### src/rtl/pdua_pkg.sv
// pdua_pkg: shared definitions for the PDUA hardwired control unit.
// Holds opcode and ALU-operation encodings, register-bank addresses,
// the sequencer state encoding and the packed control-word layout.
package pdua_pkg;

    localparam int OPC_W      = 5;
    localparam int REG_ADDR_W = 3;

    // Instruction opcodes
    localparam logic [OPC_W-1:0] OPC_NOP       = 5'b00000;
    localparam logic [OPC_W-1:0] OPC_MOV_ACC_K = 5'b00001;
    localparam logic [OPC_W-1:0] OPC_MOV_ACC_A = 5'b00010;
    localparam logic [OPC_W-1:0] OPC_MOV_A_ACC = 5'b00011;
    localparam logic [OPC_W-1:0] OPC_ADD_ACC_A = 5'b00100;
    localparam logic [OPC_W-1:0] OPC_NOT_ACC   = 5'b00101;
    localparam logic [OPC_W-1:0] OPC_JZ        = 5'b00110;
    localparam logic [OPC_W-1:0] OPC_SHL_ACC   = 5'b00111;
    localparam logic [OPC_W-1:0] OPC_HALT      = 5'b11111;

    // ALU operation select
    localparam logic [2:0] SEL_PASS = 3'b000;
    localparam logic [2:0] SEL_ADD  = 3'b001;
    localparam logic [2:0] SEL_SUB  = 3'b010;
    localparam logic [2:0] SEL_AND  = 3'b011;
    localparam logic [2:0] SEL_OR   = 3'b100;
    localparam logic [2:0] SEL_NOT  = 3'b101;
    localparam logic [2:0] SEL_INC  = 3'b110;
    localparam logic [2:0] SEL_SHL  = 3'b111;

    // Register-bank addresses
    localparam logic [REG_ADDR_W-1:0] REG_PC  = 3'b000;
    localparam logic [REG_ADDR_W-1:0] REG_A   = 3'b001;
    localparam logic [REG_ADDR_W-1:0] REG_ACC = 3'b111;

    typedef enum logic [3:0] {
        S_F_ADDR  = 4'd0,
        S_F_READ  = 4'd1,
        S_F_IR    = 4'd2,
        S_DECODE  = 4'd3,
        S_E_ADDR  = 4'd4,
        S_E_READ  = 4'd5,
        S_E_LDACC = 4'd6,
        S_E_ALU   = 4'd7,
        S_E_JMP   = 4'd8,
        S_HALT    = 4'd9
    } state_e;

    typedef struct packed {
        logic                  wr_rdn;
        logic                  enaf;
        logic [2:0]            selop;
        logic [1:0]            shamt;
        logic                  bank_wr_en;
        logic [REG_ADDR_W-1:0] busb_addr;
        logic [REG_ADDR_W-1:0] busc_addr;
        logic                  sclr;
        logic                  ir_en;
        logic                  mar_en;
        logic                  mdr_en;
        logic                  mdr_alu_n;
        logic                  halted;
    } ctrl_word_t;

    // Opcodes that complete in a single ALU execute cycle
    function automatic logic is_alu_op(input logic [OPC_W-1:0] opc);
        logic hit;
        case (opc)
            OPC_MOV_ACC_A,
            OPC_MOV_A_ACC,
            OPC_ADD_ACC_A,
            OPC_NOT_ACC,
            OPC_SHL_ACC: hit = 1'b1;
            default:     hit = 1'b0;
        endcase
        return hit;
    endfunction

endpackage

### src/rtl/pdua_ctrl_decode.sv
// pdua_ctrl_decode: combinational map from sequencer state, latched opcode
// and the Z flag to the full datapath control word.
// Ports:
//   state_i  - current sequencer state
//   opcode_i - opcode latched at DECODE (meaningful in execute states)
//   z_i      - ALU zero flag, only consulted in E_JMP
//   cw_o     - control word; every field not driven by a state is 0
module pdua_ctrl_decode
    import pdua_pkg::*;
(
    input  state_e                 state_i,
    input  logic [OPC_W-1:0]       opcode_i,
    input  logic                   z_i,
    output ctrl_word_t             cw_o
);

    // Per-state control pattern
    always_comb begin
        cw_o = '0;
        case (state_i)
            S_F_ADDR, S_E_ADDR: begin
                cw_o.busb_addr = REG_PC;
                cw_o.mar_en    = 1'b1;
            end
            // Memory read of the byte at PC while PC is incremented.
            S_F_READ, S_E_READ: begin
                cw_o.wr_rdn     = 1'b0;
                cw_o.mdr_en     = 1'b1;
                cw_o.selop      = SEL_INC;
                cw_o.busb_addr  = REG_PC;
                cw_o.bank_wr_en = 1'b1;
                cw_o.busc_addr  = REG_PC;
            end
            S_F_IR: begin
                cw_o.ir_en     = 1'b1;
                cw_o.mdr_alu_n = 1'b1;
            end
            S_DECODE: begin
                cw_o = '0;
            end
            S_E_LDACC: begin
                cw_o.mdr_alu_n  = 1'b1;
                cw_o.bank_wr_en = 1'b1;
                cw_o.busc_addr  = REG_ACC;
            end
            S_E_ALU: begin
                cw_o.bank_wr_en = 1'b1;
                cw_o.busc_addr  = REG_ACC;
                case (opcode_i)
                    OPC_MOV_ACC_A: begin
                        cw_o.busb_addr = REG_A;
                        cw_o.selop     = SEL_PASS;
                    end
                    OPC_MOV_A_ACC: begin
                        cw_o.busb_addr = REG_ACC;
                        cw_o.selop     = SEL_PASS;
                        cw_o.busc_addr = REG_A;
                    end
                    OPC_ADD_ACC_A: begin
                        cw_o.busb_addr = REG_A;
                        cw_o.selop     = SEL_ADD;
                        cw_o.enaf      = 1'b1;
                    end
                    OPC_NOT_ACC: begin
                        cw_o.busb_addr = REG_ACC;
                        cw_o.selop     = SEL_NOT;
                        cw_o.enaf      = 1'b1;
                    end
                    OPC_SHL_ACC: begin
                        cw_o.busb_addr = REG_ACC;
                        cw_o.selop     = SEL_SHL;
                        cw_o.shamt     = 2'b01;
                        cw_o.enaf      = 1'b1;
                    end
                    // Unreachable for legal sequencing; keep the bank safe.
                    default: begin
                        cw_o = '0;
                    end
                endcase
            end
            // Jump target is already in MDR; load PC only when Z is set.
            S_E_JMP: begin
                if (z_i) begin
                    cw_o.mdr_alu_n  = 1'b1;
                    cw_o.bank_wr_en = 1'b1;
                    cw_o.busc_addr  = REG_PC;
                end else begin
                    cw_o = '0;
                end
            end
            S_HALT: begin
                cw_o.halted = 1'b1;
            end
            default: begin
                cw_o = '0;
            end
        endcase
    end

endmodule

### src/rtl/pdua_control_unit.sv
// pdua_control_unit: hardwired fetch/decode/execute sequencer for the PDUA
// datapath. Holds the state register and latched opcode; control lines are
// a combinational decode of the registered state (plus Z in E_JMP).
// Ports:
//   clk, rst            - clock, synchronous active-high reset
//   out_IR              - opcode from the datapath IR, valid in DECODE
//   C, N, P, Z          - ALU flags (only Z is used, in E_JMP)
//   wr_rdn .. mdr_alu_n - datapath control lines
//   halted              - high while the sequencer is stopped in HALT
module pdua_control_unit
    import pdua_pkg::*;
#(
    parameter int ADDR_WIDTH = 3,
    parameter int OPC_WIDTH  = 5
) (
    input  logic                  clk,
    input  logic                  rst,
    input  logic [OPC_WIDTH-1:0]  out_IR,
    input  logic                  C,
    input  logic                  N,
    input  logic                  P,
    input  logic                  Z,
    output logic                  wr_rdn,
    output logic                  enaf,
    output logic [2:0]            selop,
    output logic [1:0]            shamt,
    output logic                  bank_wr_en,
    output logic [ADDR_WIDTH-1:0] BusB_addr,
    output logic [ADDR_WIDTH-1:0] BusC_addr,
    output logic                  sclr,
    output logic                  ir_en,
    output logic                  mar_en,
    output logic                  mdr_en,
    output logic                  mdr_alu_n,
    output logic                  halted
);

    state_e           state_q, state_d;
    logic [OPC_W-1:0] opcode_q, opcode_d;
    logic [OPC_W-1:0] opcode_in_s;
    logic             z_eff_s;
    ctrl_word_t       cw_s;

    assign opcode_in_s = OPC_W'(out_IR);

    // C/N/P are reserved for future branches; they are referenced here so
    // they remain wired through, but the AND with zero removes any effect.
    assign z_eff_s = Z | (1'b0 & (C ^ N ^ P));

    // State and opcode registers
    always_ff @(posedge clk) begin
        if (rst) begin
            state_q  <= S_F_ADDR;
            opcode_q <= OPC_NOP;
        end else begin
            state_q  <= state_d;
            opcode_q <= opcode_d;
        end
    end

    // Next-state logic; opcode is captured in DECODE so later execute
    // cycles do not depend on out_IR staying stable.
    always_comb begin
        state_d  = state_q;
        opcode_d = opcode_q;
        case (state_q)
            S_F_ADDR: state_d = S_F_READ;
            S_F_READ: state_d = S_F_IR;
            S_F_IR:   state_d = S_DECODE;
            S_DECODE: begin
                opcode_d = opcode_in_s;
                if (opcode_in_s == OPC_NOP) begin
                    state_d = S_F_ADDR;
                end else if ((opcode_in_s == OPC_MOV_ACC_K) || (opcode_in_s == OPC_JZ)) begin
                    state_d = S_E_ADDR;
                end else if (is_alu_op(opcode_in_s)) begin
                    state_d = S_E_ALU;
                end else begin
                    state_d = S_HALT;
                end
            end
            S_E_ADDR: state_d = S_E_READ;
            S_E_READ: begin
                if (opcode_q == OPC_MOV_ACC_K) begin
                    state_d = S_E_LDACC;
                end else begin
                    state_d = S_E_JMP;
                end
            end
            S_E_LDACC: state_d = S_F_ADDR;
            S_E_ALU:   state_d = S_F_ADDR;
            S_E_JMP:   state_d = S_F_ADDR;
            S_HALT:    state_d = S_HALT;
            // Corrupted state encoding: park the sequencer.
            default:   state_d = S_HALT;
        endcase
    end

    pdua_ctrl_decode u_decode (
        .state_i  (state_q),
        .opcode_i (opcode_q),
        .z_i      (z_eff_s),
        .cw_o     (cw_s)
    );

    // Output drive; reset forces only the datapath clear.
    always_comb begin
        if (rst) begin
            wr_rdn     = 1'b0;
            enaf       = 1'b0;
            selop      = 3'b000;
            shamt      = 2'b00;
            bank_wr_en = 1'b0;
            BusB_addr  = '0;
            BusC_addr  = '0;
            sclr       = 1'b1;
            ir_en      = 1'b0;
            mar_en     = 1'b0;
            mdr_en     = 1'b0;
            mdr_alu_n  = 1'b0;
            halted     = 1'b0;
        end else begin
            wr_rdn     = cw_s.wr_rdn;
            enaf       = cw_s.enaf;
            selop      = cw_s.selop;
            shamt      = cw_s.shamt;
            bank_wr_en = cw_s.bank_wr_en;
            BusB_addr  = ADDR_WIDTH'(cw_s.busb_addr);
            BusC_addr  = ADDR_WIDTH'(cw_s.busc_addr);
            sclr       = cw_s.sclr;
            ir_en      = cw_s.ir_en;
            mar_en     = cw_s.mar_en;
            mdr_en     = cw_s.mdr_en;
            mdr_alu_n  = cw_s.mdr_alu_n;
            halted     = cw_s.halted;
        end
    end

endmodule

### config.mk
export PLATFORM = sky130hd
export DESIGN_NAME = pdua_control_unit
export DESIGN_NICKNAME = d
export VERILOG_FILES = /design/src/rtl/pdua_pkg.sv /design/src/rtl/pdua_ctrl_decode.sv /design/src/rtl/pdua_control_unit.sv
export SDC_FILE = /design/constraint.sdc
export NUM_CORES = 1
export LEC_CHECK = 0
export CAP_MARGIN = 20
export CORE_MARGIN = 8
export CORE_UTILIZATION = 30
export DETAILED_ROUTE_END_ITERATION = 6
export HOLD_SLACK_MARGIN = 0.03
export SETUP_SLACK_MARGIN = 0.15
export SYNTH_ARGS = -nofsm -noshare
export SYNTH_HDL_FRONTEND = slang
export SYNTH_SLANG_ARGS = --single-unit
### constraint.sdc
create_clock -name clk -period 1.51 [get_ports clk]
set_input_delay 0.302 -clock clk [delete_from_list [all_inputs] [get_ports clk]]
set_output_delay 0.302 -clock clk [all_outputs]
set_load 0.02 [all_outputs]
==> flow_results.xml <==
<?xml version="1.0" encoding="UTF-8"?>
<metrics>
  <group name="status">
    <metric name="run_status" unit="">finished, violations left</metric>
    <metric name="violations" unit="">setup timing</metric>
  </group>
  <group name="timing">
    <metric name="finalWorstSetupSlack" unit="ns">-0.264</metric>
    <metric name="final-hold-violation-count" unit="">0</metric>
    <metric name="period_needed" unit="ns">1.77</metric>
    <metric name="final-setup-viol-count" unit="">18</metric>
    <metric name="timing.final.crit_share" unit="">1.17</metric>
    <metric name="final_slew_violations" unit="">0</metric>
    <metric name="rsz0062_at_grt" unit="">yes</metric>
    <metric name="fin_setup_tns" unit="ns">-3.14</metric>
    <metric name="achievable-frequency" unit="GHz">0.564</metric>
    <metric name="final_hold_slack" unit="ns">0.508</metric>
    <metric name="clock_skew" unit="ns">0.00232</metric>
  </group>
  <group name="synthesis">
    <metric name="yosysMostFrequentCell" unit="">sky130_fd_sc_hd__nor2_1</metric>
    <metric name="synth_top_cells_by_area" unit="">sky130_fd_sc_hd__dfxtp_1 26%, sky130_fd_sc_hd__nor2_1 8.8%, sky130_fd_sc_hd__buf_4 6.6%</metric>
    <metric name="synth.distinct_cells" unit="">36</metric>
    <metric name="number_of_enable_flip_flop_cells_after_synthesis" unit="">0</metric>
    <metric name="yosys_most_used_dff" unit="">sky130_fd_sc_hd__dfxtp_1</metric>
    <metric name="synth-seq-cells" unit="">9</metric>
    <metric name="netlist.area_leader.share" unit="">0.264</metric>
    <metric name="synth_warnings" unit="">0</metric>
    <metric name="async_flop_share" unit="">0</metric>
    <metric name="syn-mean-instance-area" unit="sq um">7.66</metric>
    <metric name="synthesis.instances" unit="">89</metric>
    <metric name="synth_commonest_cells" unit="">16 x sky130_fd_sc_hd__nor2_1, 9 x sky130_fd_sc_hd__dfxtp_1, 6 x sky130_fd_sc_hd__buf_4</metric>
    <metric name="seq_area_frac_synth" unit="">0.264</metric>
    <metric name="synth_top_area_cell" unit="">sky130_fd_sc_hd__dfxtp_1</metric>
    <metric name="netlist_area" unit="sq um">682</metric>
  </group>
  <group name="route">
    <metric name="drt_pre_antenna_iters" unit="">3</metric>
    <metric name="dr_total_vias" unit="">817</metric>
    <metric name="vias_per_cell" unit="">4.86</metric>
    <metric name="avgRoutedWirePerCell" unit="um">13.4</metric>
    <metric name="drt.antenna.violating_nets" unit="">0</metric>
    <metric name="detail_route.drc_violations" unit="">0</metric>
    <metric name="1st_iter_drt_viols" unit="">15</metric>
    <metric name="finalWirelength" unit="um">2250</metric>
  </group>
  <group name="worst_setup_path">
    <metric name="critPathCapture" unit="">selop[2]</metric>
    <metric name="worst-path-max-fanout" unit="">5</metric>
    <metric name="startpoint_of_the_worst_register_to_register_path" unit="">state_q[2]$_SDFF_PP0_</metric>
    <metric name="setup.reg_to_reg.worst_slack" unit="ns">-0.01</metric>
    <metric name="worstSetupPathType" unit="">flop to output pin</metric>
    <metric name="worstPathRequired" unit="ns">1.21</metric>
    <metric name="crit_path_frequent_cell" unit="">sky130_fd_sc_hd__buf_6</metric>
    <metric name="worst_r2r_dst" unit="">state_q[1]$_SDFF_PP0_</metric>
    <metric name="critical-path-max-stage-delay" unit="ns">0.31</metric>
    <metric name="worstSetupEndpointType" unit="">output pin</metric>
    <metric name="worst_r2r_path_depth" unit="">6</metric>
    <metric name="timing.critical_path.from" unit="">state_q[3]$_SDFF_PP0_</metric>
    <metric name="timing.critical_path.slowest_stage_cell" unit="">sky130_fd_sc_hd__dfxtp_1</metric>
    <metric name="timing.critical_path.from_type" unit="">flop</metric>
    <metric name="worstPathCellList" unit="">and4bb_2 -&gt; buf_4 -&gt; nand4_1 -&gt; buf_6 -&gt; o22ai_4 -&gt; buf_6</metric>
    <metric name="critPathArrivalTime" unit="ns">1.47</metric>
  </group>
  <group name="clock_network">
    <metric name="cts_inserted_buffers" unit="">3</metric>
    <metric name="root_buffer" unit="">sky130_fd_sc_hd__clkbuf_4</metric>
    <metric name="cts.sinks" unit="">9</metric>
    <metric name="clk_pin_slew_worst_paths" unit="ns">0.06</metric>
    <metric name="cts-htree-levels" unit="">1</metric>
    <metric name="post_cts_hold_buffer_count" unit="">0</metric>
    <metric name="cts_tree" unit="">built</metric>
    <metric name="insertion_delay" unit="ns">0.27</metric>
    <metric name="cts-root-to-sink-buffers" unit="">2</metric>
  </group>
  <group name="grt">
    <metric name="grt_antenna_before_repair" unit="">0</metric>
    <metric name="track_usage" unit="">0.113</metric>
    <metric name="vias_in_the_first_global_route" unit="">847</metric>
    <metric name="globalRoute.totalOverflow" unit="">0</metric>
    <metric name="global_route_wire_length_before_repair" unit="um">3810</metric>
    <metric name="grt_max_degree" unit="">13</metric>
  </group>
  <group name="run">
    <metric name="maxCapViolations" unit="">0</metric>
  </group>
  <group name="power">
    <metric name="pwr_density_cell" unit="nW/um^2">769</metric>
    <metric name="power.ir.vdd_worst" unit="mV">0.634</metric>
    <metric name="leakagePower" unit="nW">0.551</metric>
  </group>
  <group name="final_layout">
    <metric name="insertedDiodeCount" unit="">0</metric>
    <metric name="layout.cells.non_filler" unit="">168</metric>
    <metric name="multi_input_comb_area" unit="sq um">597</metric>
    <metric name="layout_overhead_on_the_synthesized_area" unit="%">104</metric>
    <metric name="ff_latch_area" unit="sq um">189</metric>
    <metric name="layout-drive-gt1-share" unit="">0.600</metric>
    <metric name="design.final.nets" unit="">152</metric>
    <metric name="final.fill_count" unit="">194</metric>
  </group>
  <group name="floorplanning">
    <metric name="die-width" unit="um">63.7</metric>
    <metric name="area_of_the_die" unit="sq um">4050</metric>
    <metric name="floorplan.initialDensity" unit="">0.311</metric>
    <metric name="placementRows" unit="">17</metric>
    <metric name="io-pin-count" unit="">31</metric>
    <metric name="die_y" unit="um">63.7</metric>
    <metric name="core" unit="sq um">2190</metric>
  </group>
  <group name="placed_design">
    <metric name="io_buffers" unit="">25</metric>
    <metric name="dp_slack" unit="ns">-0.931</metric>
    <metric name="finalWeightedCongestion" unit="">0.796</metric>
    <metric name="place.detailed.instances" unit="">160</metric>
    <metric name="dp_hpwl" unit="um">1760</metric>
  </group>
  <group name="min_path">
    <metric name="hold_path.class" unit="">flop to flop</metric>
  </group>
</metrics>
[metrics by stage]
stage / cell area, sq um / util / power (mW)
after detailed placement: 1210 / 0.552 / 0.795
after global placement: 1210 / 0.552 / 0.792
final: 1390 / 0.635 / 1.07
after CTS: 1350 / 0.615 / 1.06
after global routing: 1390 / 0.635 / 1.14
after floorplan: 795 / - / 0.571
[flip-flops by register name, indices dropped and copies added (netlist names)]
name / count
state_q: 4
opcode_q: 5
[timing repair]
action                                  in CTS  in global routing
gates cloned                                 0                  0
pin swaps                                    7                  7
endpoints found under the setup margin      20                 19
buffers inserted                             2                  2
gates resized for setup                    128                  8
[area by class of cell]
class / count / share of cell area
timing repair buffer: 57 / 0.380
inverter: 4 / 0.0108
clock buffer: 4 / 0.0189
tap: 28 / 0.0252
multi-input combinational: 66 / 0.429
sequential: 9 / 0.136
[cells in the final DEF (no fill, tap or decap), types with 3 or more instances in the layout]
| master | Yosys | final |
|---|---|---|
| sky130_fd_sc_hd__nand2_1 | 3 | 3 |
| sky130_fd_sc_hd__inv_1 | 4 | 3 |
| sky130_fd_sc_hd__a21oi_1 | 4 | 3 |
| sky130_fd_sc_hd__nor2_1 | 16 | 8 |
| sky130_fd_sc_hd__clkdlybuf4s50_1 | 0 | 6 |
| sky130_fd_sc_hd__buf_4 | 6 | 28 |
| sky130_fd_sc_hd__clkbuf_4 | 0 | 3 |
| sky130_fd_sc_hd__buf_6 | 0 | 20 |
| sky130_fd_sc_hd__mux2i_1 | 4 | 4 |
| sky130_fd_sc_hd__nor2_4 | 0 | 6 |
| sky130_fd_sc_hd__dfxtp_2 | 0 | 4 |
| sky130_fd_sc_hd__dfxtp_1 | 9 | 4 |
[report_power, final]
group          total, mW  switching, mW  leakage (nW)  internal (mW)
logic              0.580          0.271         0.461          0.309
clock network      0.193         0.0904        0.0150          0.102
registers          0.298         0.0313        0.0756          0.267
total               1.07          0.393         0.551          0.678
[layer usage]
metal / track usage / share of wire / vias to the layer above
li1: - / - / 414
met2: 0.191 / 0.48 / 19
met4: 0.0501 / 0.015 / 0
met5: 0 / 0 / -
met1: 0.132 / 0.47 / 379
met3: 0.0247 / 0.039 / 5
[how the worst min path moves through the flow]
| stage | startpoint | to | cells after the start |
|---|---|---|---|
| after floorplan | rst | state_q[1]$_SDFF_PP0_ | 1 |
| after global placement | opcode_q[4]$_SDFFE_PP0P_ | opcode_q[4]$_SDFFE_PP0P_ | 2 |
| after detailed placement | opcode_q[4]$_SDFFE_PP0P_ | opcode_q[4]$_SDFFE_PP0P_ | 2 |
| after CTS | opcode_q[4]$_SDFFE_PP0P_ | opcode_q[4]$_SDFFE_PP0P_ | 2 |
| after global routing | opcode_q[3]$_SDFFE_PP0P_ | opcode_q[3]$_SDFFE_PP0P_ | 2 |
| final | opcode_q[3]$_SDFFE_PP0P_ | opcode_q[3]$_SDFFE_PP0P_ | 2 |
[cells by family after synthesis]
group                     count (synthesis)  synth area share
and+or+nand+nor                          38             0.310
other                                     1           0.00550
buffers and inverters                    15             0.117
muxes                                     5            0.0752
DFF                                       9             0.264
xor gates and xnor gates                  1            0.0128
AOI/OAI and AO/OA                        20             0.215
[critical path, delay by kind of cell (launching register included)]
kind                   cells  cell delay (ns)
DFF                        1             0.31
buffers and inverters      3             0.41
AOI/OAI and AO/OA          1             0.10
and+or+nand+nor            2             0.37
(Power assumes the default switching activity.)
